## config.mk

```make
export PLATFORM = sky130hd
export DESIGN_NAME = seq_window_sched_flat
export DESIGN_NICKNAME = d
export VERILOG_FILES = /design/src/rtl/seq_window_sched_pkg.sv /design/src/rtl/seq_window_sched_if.sv /design/src/rtl/seq_window_sched_side_feeder.sv /design/src/rtl/seq_window_sched.sv /design/src/flat_wrapper.sv
export SDC_FILE = /design/constraint.sdc
export NUM_CORES = 1
export LEC_CHECK = 0
export CAP_MARGIN = 10
export CORE_ASPECT_RATIO = 1.1
export CORE_UTILIZATION = 59
export CTS_BUF_LIST = sky130_fd_sc_hd__clkbuf_8
export DETAILED_ROUTE_END_ITERATION = 8
export PLACE_DENSITY = 0.87
export SYNTH_ARGS = -nofsm -noshare
export SYNTH_HDL_FRONTEND = slang
export SYNTH_SLANG_ARGS = --single-unit
```

## constraint.sdc

```tcl
create_clock -name clk -period 3.52 [get_ports clk]
set_input_delay 0.704 -clock clk [delete_from_list [all_inputs] [get_ports clk]]
set_output_delay 0.704 -clock clk [all_outputs]
set_load 0.05 [all_outputs]
```

## src/rtl/seq_window_sched_pkg.sv

```systemverilog
// Shared constants and state encoding for the Q/R window scheduler.
package seq_sched_pkg;

   localparam int BP_W = 3;
   localparam int WIN  = 4;
   localparam logic [BP_W-1:0] PAD = 3'b111;

   typedef enum logic [2:0] {
      IDLE,
      CLEAR,
      FILL,
      READY,
      SHIFT,
      DONE
   } sched_state_t;

endpackage

```

## src/rtl/seq_window_sched_if.sv

```systemverilog
// Bundle of stream, shift-register and control signals around the scheduler.
// slave is the scheduler side, master is the surrounding accelerator.
interface seq_window_sched_if #(parameter int LEN_W = 16);
   import seq_sched_pkg::*;

   logic              start;
   logic [LEN_W-1:0]  q_len;
   logic [LEN_W-1:0]  r_len;
   logic              q_base_valid;
   logic [BP_W-1:0]   q_base;
   logic              q_base_ready;
   logic              r_base_valid;
   logic [BP_W-1:0]   r_base;
   logic              r_base_ready;
   logic              q_en;
   logic              q_dir;
   logic [BP_W-1:0]   q_in;
   logic              r_en;
   logic              r_dir;
   logic [BP_W-1:0]   r_in;
   logic              sr_clear;
   logic              step_q;
   logic              step_r;
   logic              window_valid;
   logic              busy;
   logic              done;

   modport slave (
      input  start, q_len, r_len,
      input  q_base_valid, q_base, r_base_valid, r_base,
      input  step_q, step_r,
      output q_base_ready, r_base_ready,
      output q_en, q_dir, q_in, r_en, r_dir, r_in, sr_clear,
      output window_valid, busy, done
   );

   modport master (
      output start, q_len, r_len,
      output q_base_valid, q_base, r_base_valid, r_base,
      output step_q, step_r,
      input  q_base_ready, r_base_ready,
      input  q_en, q_dir, q_in, r_en, r_dir, r_in, sr_clear,
      input  window_valid, busy, done
   );

endinterface

```

## src/rtl/seq_window_sched_side_feeder.sv

```systemverilog
// One side (Q or R) of the scheduler: tracks how many bases were pulled from
// the stream and how far the window has advanced, and decides per shift
// whether to take a stream base or insert PAD.
//
// Handshake: a base moves when base_valid & base_ready are both high at a
// rising edge. base_ready only depends on state/counters (never on
// base_valid); once valid is raised the source holds base stable until the
// transfer. en is raised in that same cycle so the shift register captures
// the base on the transfer edge. Reset forces ready and en low, so an
// offered base is left with the source.
module side_feeder
   import seq_sched_pkg::*;
#(parameter int LEN_W = 16) (
   input  logic             clk,
   input  logic             reset,
   input  logic             load,
   input  logic [LEN_W-1:0] len_in,
   input  logic             fill,
   input  logic             shift_req,
   input  logic             base_valid,
   input  logic [BP_W-1:0]  base,
   output logic             base_ready,
   output logic             en,
   output logic [BP_W-1:0]  in,
   output logic             shift_done,
   output logic             fill_done,
   output logic             at_end
);

   localparam int FC_W = $clog2(WIN + 1);

   logic [LEN_W-1:0] len;
   logic [LEN_W:0]   fetched;
   logic [LEN_W:0]   pos;
   logic [FC_W-1:0]  fill_cnt;
   logic             have_data;
   logic             active;

   // Fetch/pad decision for the current cycle; pad shifts never wait on the stream.
   always_comb begin
      have_data  = fetched < {1'b0, len};
      active     = !reset && ((fill && fill_cnt != FC_W'(WIN)) || shift_req);
      base_ready = active && have_data;
      en         = active && (!have_data || base_valid);
      in         = '0;
      if (en) in = have_data ? base : PAD;
      shift_done = en;
      // Looks one edge ahead so FILL can leave on the cycle of the last shift.
      fill_done  = (fill_cnt == FC_W'(WIN)) ||
                   (fill && en && fill_cnt == FC_W'(WIN - 1));
      at_end     = pos == {1'b0, len};
   end

   // Length latch and per-run counters.
   always_ff @(posedge clk) begin
      if (reset) begin
         len      <= '0;
         fetched  <= '0;
         pos      <= '0;
         fill_cnt <= '0;
      end else if (load) begin
         len      <= len_in;
         fetched  <= '0;
         pos      <= '0;
         fill_cnt <= '0;
      end else begin
         if (en && have_data) fetched  <= fetched + (LEN_W + 1)'(1);
         if (en && fill)      fill_cnt <= fill_cnt + FC_W'(1);
         if (en && shift_req) pos      <= pos + (LEN_W + 1)'(1);
      end
   end

endmodule

```

## src/rtl/seq_window_sched.sv

```systemverilog
// Sequencer for the Q and R shift-register windows: fills both windows,
// then advances either side on step requests until both are exhausted.
module seq_window_sched
   import seq_sched_pkg::*;
#(parameter int LEN_W = 16) (
   input  logic               clk,
   input  logic               reset,
   seq_window_sched_if.slave  bus,
   output sched_state_t       dbg_state
);

   sched_state_t state;
   sched_state_t state_n;
   logic pend_q, pend_r;
   logic pend_q_n, pend_r_n;
   logic load;
   logic q_fill_done, r_fill_done;
   logic q_at_end, r_at_end;
   logic q_shift_done, r_shift_done;

   assign load      = (state == IDLE) && bus.start;
   assign bus.q_dir = 1'b0;
   assign bus.r_dir = 1'b1;
   assign dbg_state = state;

   side_feeder #(.LEN_W(LEN_W)) u_q (
      .clk        (clk),
      .reset      (reset),
      .load       (load),
      .len_in     (bus.q_len),
      .fill       (state == FILL),
      .shift_req  (state == SHIFT && pend_q),
      .base_valid (bus.q_base_valid),
      .base       (bus.q_base),
      .base_ready (bus.q_base_ready),
      .en         (bus.q_en),
      .in         (bus.q_in),
      .shift_done (q_shift_done),
      .fill_done  (q_fill_done),
      .at_end     (q_at_end)
   );

   side_feeder #(.LEN_W(LEN_W)) u_r (
      .clk        (clk),
      .reset      (reset),
      .load       (load),
      .len_in     (bus.r_len),
      .fill       (state == FILL),
      .shift_req  (state == SHIFT && pend_r),
      .base_valid (bus.r_base_valid),
      .base       (bus.r_base),
      .base_ready (bus.r_base_ready),
      .en         (bus.r_en),
      .in         (bus.r_in),
      .shift_done (r_shift_done),
      .fill_done  (r_fill_done),
      .at_end     (r_at_end)
   );

   // Next state and step latching; steps on an exhausted side are dropped.
   always_comb begin
      state_n  = state;
      pend_q_n = pend_q;
      pend_r_n = pend_r;
      case (state)
         IDLE:  if (bus.start) state_n = CLEAR;
         CLEAR: state_n = FILL;
         FILL:  if (q_fill_done && r_fill_done) state_n = READY;
         READY: begin
            if (q_at_end && r_at_end) begin
               state_n = DONE;
            end else if ((bus.step_q && !q_at_end) || (bus.step_r && !r_at_end)) begin
               state_n  = SHIFT;
               pend_q_n = bus.step_q && !q_at_end;
               pend_r_n = bus.step_r && !r_at_end;
            end
         end
         SHIFT: begin
            pend_q_n = pend_q && !q_shift_done;
            pend_r_n = pend_r && !r_shift_done;
            if (!pend_q_n && !pend_r_n) state_n = READY;
         end
         DONE:    state_n = IDLE;
         default: state_n = IDLE;
      endcase
   end

   // State register with status outputs decoded from the next state.
   always_ff @(posedge clk) begin
      if (reset) begin
         state            <= IDLE;
         pend_q           <= 1'b0;
         pend_r           <= 1'b0;
         bus.sr_clear     <= 1'b0;
         bus.window_valid <= 1'b0;
         bus.busy         <= 1'b0;
         bus.done         <= 1'b0;
      end else begin
         state            <= state_n;
         pend_q           <= pend_q_n;
         pend_r           <= pend_r_n;
         bus.sr_clear     <= state_n == CLEAR;
         bus.window_valid <= state_n == READY;
         bus.busy         <= state_n != IDLE;
         bus.done         <= state_n == DONE;
      end
   end

endmodule
```

## src/flat_wrapper.sv

```systemverilog
// flat-port wrapper written by rule: the top's interface ports become plain ports
module seq_window_sched_flat import seq_sched_pkg::*;
#(parameter int LEN_W = 16)
  (clk, reset, dbg_state, bus_start, bus_q_len, bus_r_len, bus_q_base_valid, bus_q_base, bus_r_base_valid, bus_r_base, bus_step_q, bus_step_r, bus_q_base_ready, bus_r_base_ready, bus_q_en, bus_q_dir, bus_q_in, bus_r_en, bus_r_dir, bus_r_in, bus_sr_clear, bus_window_valid, bus_busy, bus_done);
  seq_window_sched_if #(.LEN_W(LEN_W)) bus_i ();
  input  logic clk;
  input  logic reset;
  output sched_state_t dbg_state;
  input wire logic [$bits(bus_i.start)-1:0] bus_start;
  input wire logic [$bits(bus_i.q_len)-1:0] bus_q_len;
  input wire logic [$bits(bus_i.r_len)-1:0] bus_r_len;
  input wire logic [$bits(bus_i.q_base_valid)-1:0] bus_q_base_valid;
  input wire logic [$bits(bus_i.q_base)-1:0] bus_q_base;
  input wire logic [$bits(bus_i.r_base_valid)-1:0] bus_r_base_valid;
  input wire logic [$bits(bus_i.r_base)-1:0] bus_r_base;
  input wire logic [$bits(bus_i.step_q)-1:0] bus_step_q;
  input wire logic [$bits(bus_i.step_r)-1:0] bus_step_r;
  output wire logic [$bits(bus_i.q_base_ready)-1:0] bus_q_base_ready;
  output wire logic [$bits(bus_i.r_base_ready)-1:0] bus_r_base_ready;
  output wire logic [$bits(bus_i.q_en)-1:0] bus_q_en;
  output wire logic [$bits(bus_i.q_dir)-1:0] bus_q_dir;
  output wire logic [$bits(bus_i.q_in)-1:0] bus_q_in;
  output wire logic [$bits(bus_i.r_en)-1:0] bus_r_en;
  output wire logic [$bits(bus_i.r_dir)-1:0] bus_r_dir;
  output wire logic [$bits(bus_i.r_in)-1:0] bus_r_in;
  output wire logic [$bits(bus_i.sr_clear)-1:0] bus_sr_clear;
  output wire logic [$bits(bus_i.window_valid)-1:0] bus_window_valid;
  output wire logic [$bits(bus_i.busy)-1:0] bus_busy;
  output wire logic [$bits(bus_i.done)-1:0] bus_done;
  assign bus_i.start = bus_start;
  assign bus_i.q_len = bus_q_len;
  assign bus_i.r_len = bus_r_len;
  assign bus_i.q_base_valid = bus_q_base_valid;
  assign bus_i.q_base = bus_q_base;
  assign bus_i.r_base_valid = bus_r_base_valid;
  assign bus_i.r_base = bus_r_base;
  assign bus_i.step_q = bus_step_q;
  assign bus_i.step_r = bus_step_r;
  assign bus_q_base_ready = bus_i.q_base_ready;
  assign bus_r_base_ready = bus_i.r_base_ready;
  assign bus_q_en = bus_i.q_en;
  assign bus_q_dir = bus_i.q_dir;
  assign bus_q_in = bus_i.q_in;
  assign bus_r_en = bus_i.r_en;
  assign bus_r_dir = bus_i.r_dir;
  assign bus_r_in = bus_i.r_in;
  assign bus_sr_clear = bus_i.sr_clear;
  assign bus_window_valid = bus_i.window_valid;
  assign bus_busy = bus_i.busy;
  assign bus_done = bus_i.done;
  seq_window_sched #(.LEN_W(LEN_W)) u_core (.clk(clk), .reset(reset), .bus(bus_i), .dbg_state(dbg_state));
endmodule
```

==> impl_metrics.toml, run 1 <==
[drt]
first_pass_iters = 6
drt_iter0_markers = 430
post-route-drc-count = 0
drt-vias-per-instance = 6.085
antenna_left = 0
vias = 6073
wl_mm = 16.77
wl_per_cell_um = 16.80

[sta]
finalHoldViolations = 0
rsz0062_at_grt = "false"
fin_tns_setup_ps = 0
fin_crit_ps = 3380
whs_ps = 490.9
min_period_over_period_pct = 96.03
setup_ws_ps = 139.9
setup_violations = 0
slew_headroom_pct = 40.60
fmax_mhz = 295.8
drv_slew = 0
final.setup_skew_ps = 10.58
tightest_slew_ps = 882.9

[layout]
fin_util_pct = 73.72
diodes = 0
syn_to_final_growth_pct = 20.41
instances_no_fill = 998
drive_above_1_share_pct = 8.772
fill_cells = 771
fin_area_mm2 = 0.007699
finalNetCount = 927

[placed_design]
dp_hpwl_mm = 12.41
place_area_mm2 = 0.007157
place_ws_ps = 432.5
dpl.cell_count = 966
gp_congestion = 0.9558
port_buffers = 61

[clock_network]
cts_buffers = 17
clkTransAtPathRegs_ps = 70
root_buffer = "clkbuf_8"
cts_max_level = 4
cts_tree = "built"
clk_latency_ps = 440
cts_max_path_buffers = 2
postCtsSetupBuffers = 0
cts_sinks = 115

[die]
rows = 39
initial_core_util_pct = 61.23
die_w_um = 101.3
boundaryPins = 64
die-area_mm2 = 0.01126
die_h_um = 111.2
coreArea_mm2 = 0.01044

[synthesis]
synth-async-reset-ratio_pct = 0
synth_warnings = 0
synth_top_area_share_pct = 36.01
ys_seq_area_share_pct = 36.01
synth.area.top_cells = "dfxtp_1 (36%), ha_1 (7.8%), xnor2_1 (6.7%)"
synth_nets = 875
synthCells = 790
synthesis.area_mm2 = 0.006394
yosysUniqueCellTypes = 60
synth_top_cell_by_area = "dfxtp_1"
synthTopCellsByCount = "dfxtp_1 (115), nand2_1 (110), nor2_1 (59)"
synth_edf_count = 0
synth.most_common_cell = "dfxtp_1"
synth_seq_cells = 115
avgSynthCellArea_um2 = 8.093
ys.flop_type = "dfxtp_1"

[global_route]
first_global_vias = 6069
grt_use_total_pct = 32.23
grt_most_used_layer = "met2"
grtUsageMet3_pct = 7.566
gr-usage-met2_pct = 55.83
grt_pass1_wl_mm = 28.44
grt_use_met1_pct = 35.38
grt_start_max_net_pins = 34
overflow = 0
antenna_found_initial = 0

[power]
comb_power_share_pct = 13.3
p_sw_uw = 841.1
clkPwrFrac_pct = 46.2
switching_share_pct = 24.82
ir_worst_vdd_uv = 323.4
p_leak_nw = 2.919
intPower_mw = 2.548
power_mw = 3.389
powerDensity_mw_per_mm2 = 440.2
p_seq_share_pct = 40.6

[setup_path]
end_kind = "output pin"
cp-start-kind = "flip-flop"
critPathMaxFanout = 7
required_ps = 2820
crit_type = "reg2out"
crit_arrival_ps = 2680

[outcome]
status = "completed"

[run]
maxCapViolations = 0

[min_path]
min_path_type = "reg2reg"
==> cell families after synthesis <==
logic type	share of synthesized area [%]
fa+ha+maj	7.828
mux	1.722
other cells	0.1175
flops	36.01
compound gates	15.48
buf+inv	5.695
xor+xnor	8.219
simple gates	24.93
==> cells in the final DEF (no fill, tap or decap), drive strengths merged, types with 6 or more instances in the layout <==
| cell | n |
|---|---|
| clkdlybuf4s50 | 50 |
| clkbuf | 20 |
| nor4 | 18 |
| and4 | 9 |
| nand3 | 25 |
| inv | 53 |
| dfxtp | 115 |
| nand4 | 19 |
| mux2i | 11 |
| and3 | 11 |
| a21oi | 58 |
| nand2b | 6 |
| ha | 40 |
| nand2 | 110 |
| or3 | 29 |
| a31oi | 9 |
| xnor2 | 49 |
| nor3 | 8 |
| nor2 | 60 |
| o21ai | 23 |
| bufinv | 7 |
| buf | 26 |
| o21a | 11 |
| a211oi | 8 |
| xor2 | 11 |
==> state kept, by name, summed over array words and instances (netlist names) <==
signal	count
u_core.dbg_state	3
u_core.bus.sr_clear	1
u_core.u_q.pos	17
u_core.u_q.fetched	17
u_core.bus.busy	1
u_core.u_r.fill_cnt	3
u_core.bus.window_valid	1
u_core.u_q.fill_cnt	3
u_core.u_r.pos	17
u_core.u_r.len	16
u_core.bus.done	1
u_core.u_q.len	16
u_core.pend_r	1
u_core.u_r.fetched	17
u_core.pend_q	1
==> area by class of cell <==
cell class | count | area (µm²) | share of cell area, %
clock inverters | 12 | 234.0 | 3.039
multi-input cells | 582 | 3777 | 49.07
inverters | 50 | 187.7 | 2.438
well taps | 143 | 178.9 | 2.324
flip-flops and latches | 115 | 2302 | 29.90
clock buffers | 20 | 275.3 | 3.575
repair buffers | 76 | 743.2 | 9.654
==> path summary, 6_finish.rpt <==
check                             start                endpoint  slack [ps]  cells past startpoint
setup / recovery  u_core.u_q.fetched[3]             bus_q_in[1]         140                      8
hold / removal       u_core.u_r.len[10]      u_core.u_r.len[10]         490                      2
setup reg to reg  u_core.u_q.fetched[3]  u_core.u_q.fetched[14]         340                      9
hold reg to reg      u_core.u_r.len[10]      u_core.u_r.len[10]         490                      2
==> power groups by stage <==
stage                     clock network, mW  logic, mW  registers (mW)
after floorplan                           0      0.268            1.41
after global placement                    0      0.417            1.40
after detailed placement                  0      0.433            1.40
after CTS                              1.58      0.436            1.37
after global routing                   1.65      0.492            1.38
final                                  1.56      0.449            1.37
==> critical path, cell delays in order, from the launching register on <==
cell	delay, ps
dfxtp_1	500
ha_1	310
and3_1	190
a221oi_1	320
o211ai_1	230
a211oi_2	310
nor2_2	90
o21a_1	110
buf_4	180
==> metal layers <==
layer	routed length, µm	vias up
met5	0	-
met4	878	0
met3	1023	81
met2	8521	251
met1	6343	2857
li1	-	2884
==> what timing repair did <==
action	in CTS	in global routing
endpoints found under the setup margin	0	7
resized for setup	0	5
hold buffers	0	0
Note: power is estimated with default switching activity, not from simulation.
==> inputs of run 2 (changes only) <==
--- a/config.mk
+++ b/config.mk
@@ -7,10 +7,10 @@
 export LEC_CHECK = 0
 export CAP_MARGIN = 10
 export CORE_ASPECT_RATIO = 1.1
-export CORE_UTILIZATION = 59
+export CORE_UTILIZATION = 51
 export CTS_BUF_LIST = sky130_fd_sc_hd__clkbuf_8
 export DETAILED_ROUTE_END_ITERATION = 8
-export PLACE_DENSITY = 0.87
+export PLACE_DENSITY = 0.78
 export SYNTH_ARGS = -nofsm -noshare
 export SYNTH_HDL_FRONTEND = slang
 export SYNTH_SLANG_ARGS = --single-unit
==> impl_metrics.toml, run 2 (synthesis results as in run 1) <==
[drt]
drt-vias-per-instance = 5.874
wl_mm = 16.69
first_pass_iters = 5
wl_per_cell_um = 16.54
drt_iter0_markers = 434
post-route-drc-count = 0
antenna_left = 0
vias = 5927

[setup_path]
crit_slowest_cell = "dfxtp_1"
cp-start-kind = "flip-flop"
crit_buf_inv = 2
critPathMaxFanout = 7
required_ps = 2820
end_kind = "output pin"
crit_arrival_ps = 2690
path_delay_family = "compound AO/OA/AOI/OAI gates"
critPathMaxStageDelay_ps = 480
crit_type = "reg2out"
cp_common_cell = "buf_4"
cp_cell_sequence = "ha_1 > and3_1 > a221oi_1 > o211ai_1 > a211oi_1 > buf_4 > nor2_2 > o21a_1 > buf_4"

[clock_network]
cts_buffers = 17
cts_sinks = 115
clk_latency_ps = 440
clkTransAtPathRegs_ps = 70
cts_max_level = 4
cts_max_path_buffers = 2
cts_tree = "built"
hold_buffers = 0
root_buffer = "clkbuf_8"

[sta]
fin_tns_setup_ps = 0
rsz0062_at_grt = "false"
fin_crit_ps = 3394
fmax_mhz = 294.6
drv_slew = 0
min_period_over_period_pct = 96.43
setup_violations = 0
final.setup_skew_ps = 10.71
slew_headroom_pct = 44.87
finalHoldViolations = 0
tightest_slew_ps = 819.3

[layout]
layout_common_cells = "dfxtp_1 (115), nand2_1 (110), a21oi_1 (58)"
finalNetCount = 927
syn_to_final_growth_pct = 19.14
fin_util_pct = 62.75
diodes = 0
instances_no_fill = 1009
drive_above_1_share_pct = 8.772
layout_commonest_cell = "dfxtp_1"

[die]
rows = 42
die_h_um = 119.4
die-area_mm2 = 0.01299
coreArea_mm2 = 0.01214
initial_core_util_pct = 52.67
die_w_um = 108.8
boundaryPins = 64

[min_path]
min_path_type = "reg2reg"

[placed_design]
dp_hpwl_mm = 12.15
gp_congestion = 0.9106
dpl.cell_count = 976
port_buffers = 61

[power]
p_leak_nw = 2.873
ir_worst_vdd_uv = 370.3
powerDensity_mw_per_mm2 = 408.9

[run]
maxCapViolations = 0

[global_route]
grt_pass1_wl_mm = 27.37
grt_use_total_pct = 27.20
overflow = 0
grt_start_max_net_pins = 34
first_global_vias = 5816
antenna_found_initial = 0

[outcome]
status = "completed"
==> run 2: cell types whose count changed in the layout (fill, tap and decap cells not counted) <==
cell and delta:
o31ai_2 +1, o31ai_1 -1, clkinv_2 +2, a211oi_2 -1, clkinvlp_4 +2, a211oi_1 +1, bufinv_16 -4
==> run 2: what timing repair did <==
action,4_1_cts,5_1_grt
gates resized for setup,0,5
setup buffers,0,1
setup endpoints to repair,0,7
==> run 2: area by class of cell <==
type                            instances  area [µm²]
Fill cell                            1041        4522
Multi-Input combinational cell        582        3777
Sequential cell                       115        2302
Timing Repair Buffer                   76       743.2
Clock buffer                           20       275.3
Tap cell                              154       192.7
Inverter                               50       187.7
Clock inverter                         12       138.9
==> run 2: worst register-to-register path, cell delays in order, from the launching register on <==
cell      delay [ps]
dfxtp_1          480
ha_1             300
and3_1           180
a221oi_1         290
o211ai_1         210
a211oi_2         210
buf_4            190
nand4_1          380
o311ai_0         530
o41ai_1          140
==> run 2: path summary, 6_finish.rpt <==
check / start / cells past startpoint / to / slack, ps
worst max-delay path: u_core.u_q.fetched[3] / 9 / bus_q_in[0] / 130
worst min-delay path: u_core.u_q.len[1] / 2 / u_core.u_q.len[1] / 480
worst max register to register: u_core.u_q.fetched[3] / 9 / u_core.u_q.fetched[15] / 480
worst min register to register: u_core.u_q.len[1] / 2 / u_core.u_q.len[1] / 480
==> run 2: per-stage QoR <==
stage | setup slack (ps) | power [mW] | cell area (µm²) | hold WS [ps]
2_1_floorplan | 119.7 | 1.673 | 6404 | 441.4
3_3_place_gp | 569.2 | 1.820 | 7163 | 468.4
3_5_place_dp | 439.2 | 1.834 | 7163 | 479.1
4_1_cts | 0.9626 | 3.111 | 7577 | 487.8
5_1_grt | 6.711 | 3.236 | 7617 | 500.6
6_report | 125.6 | 3.114 | 7617 | 483.9
==> run 2: power breakdown <==
part	internal (mW)	total, mW	switching, mW
clock network	0.744	1.29	0.546
registers	1.33	1.37	0.0368
logic	0.181	0.453	0.272
total	2.26	3.11	0.855
==> run 2: metal layers <==
metal | GRT usage [%] | vias to the layer above | routed length [µm]
met5 | 0 | - | 0
met3 | 6.459 | 53 | 998
li1 | - | 2876 | -
met2 | 47.39 | 210 | 8292
met4 | 12.58 | 0 | 594
met1 | 30.85 | 2788 | 6807
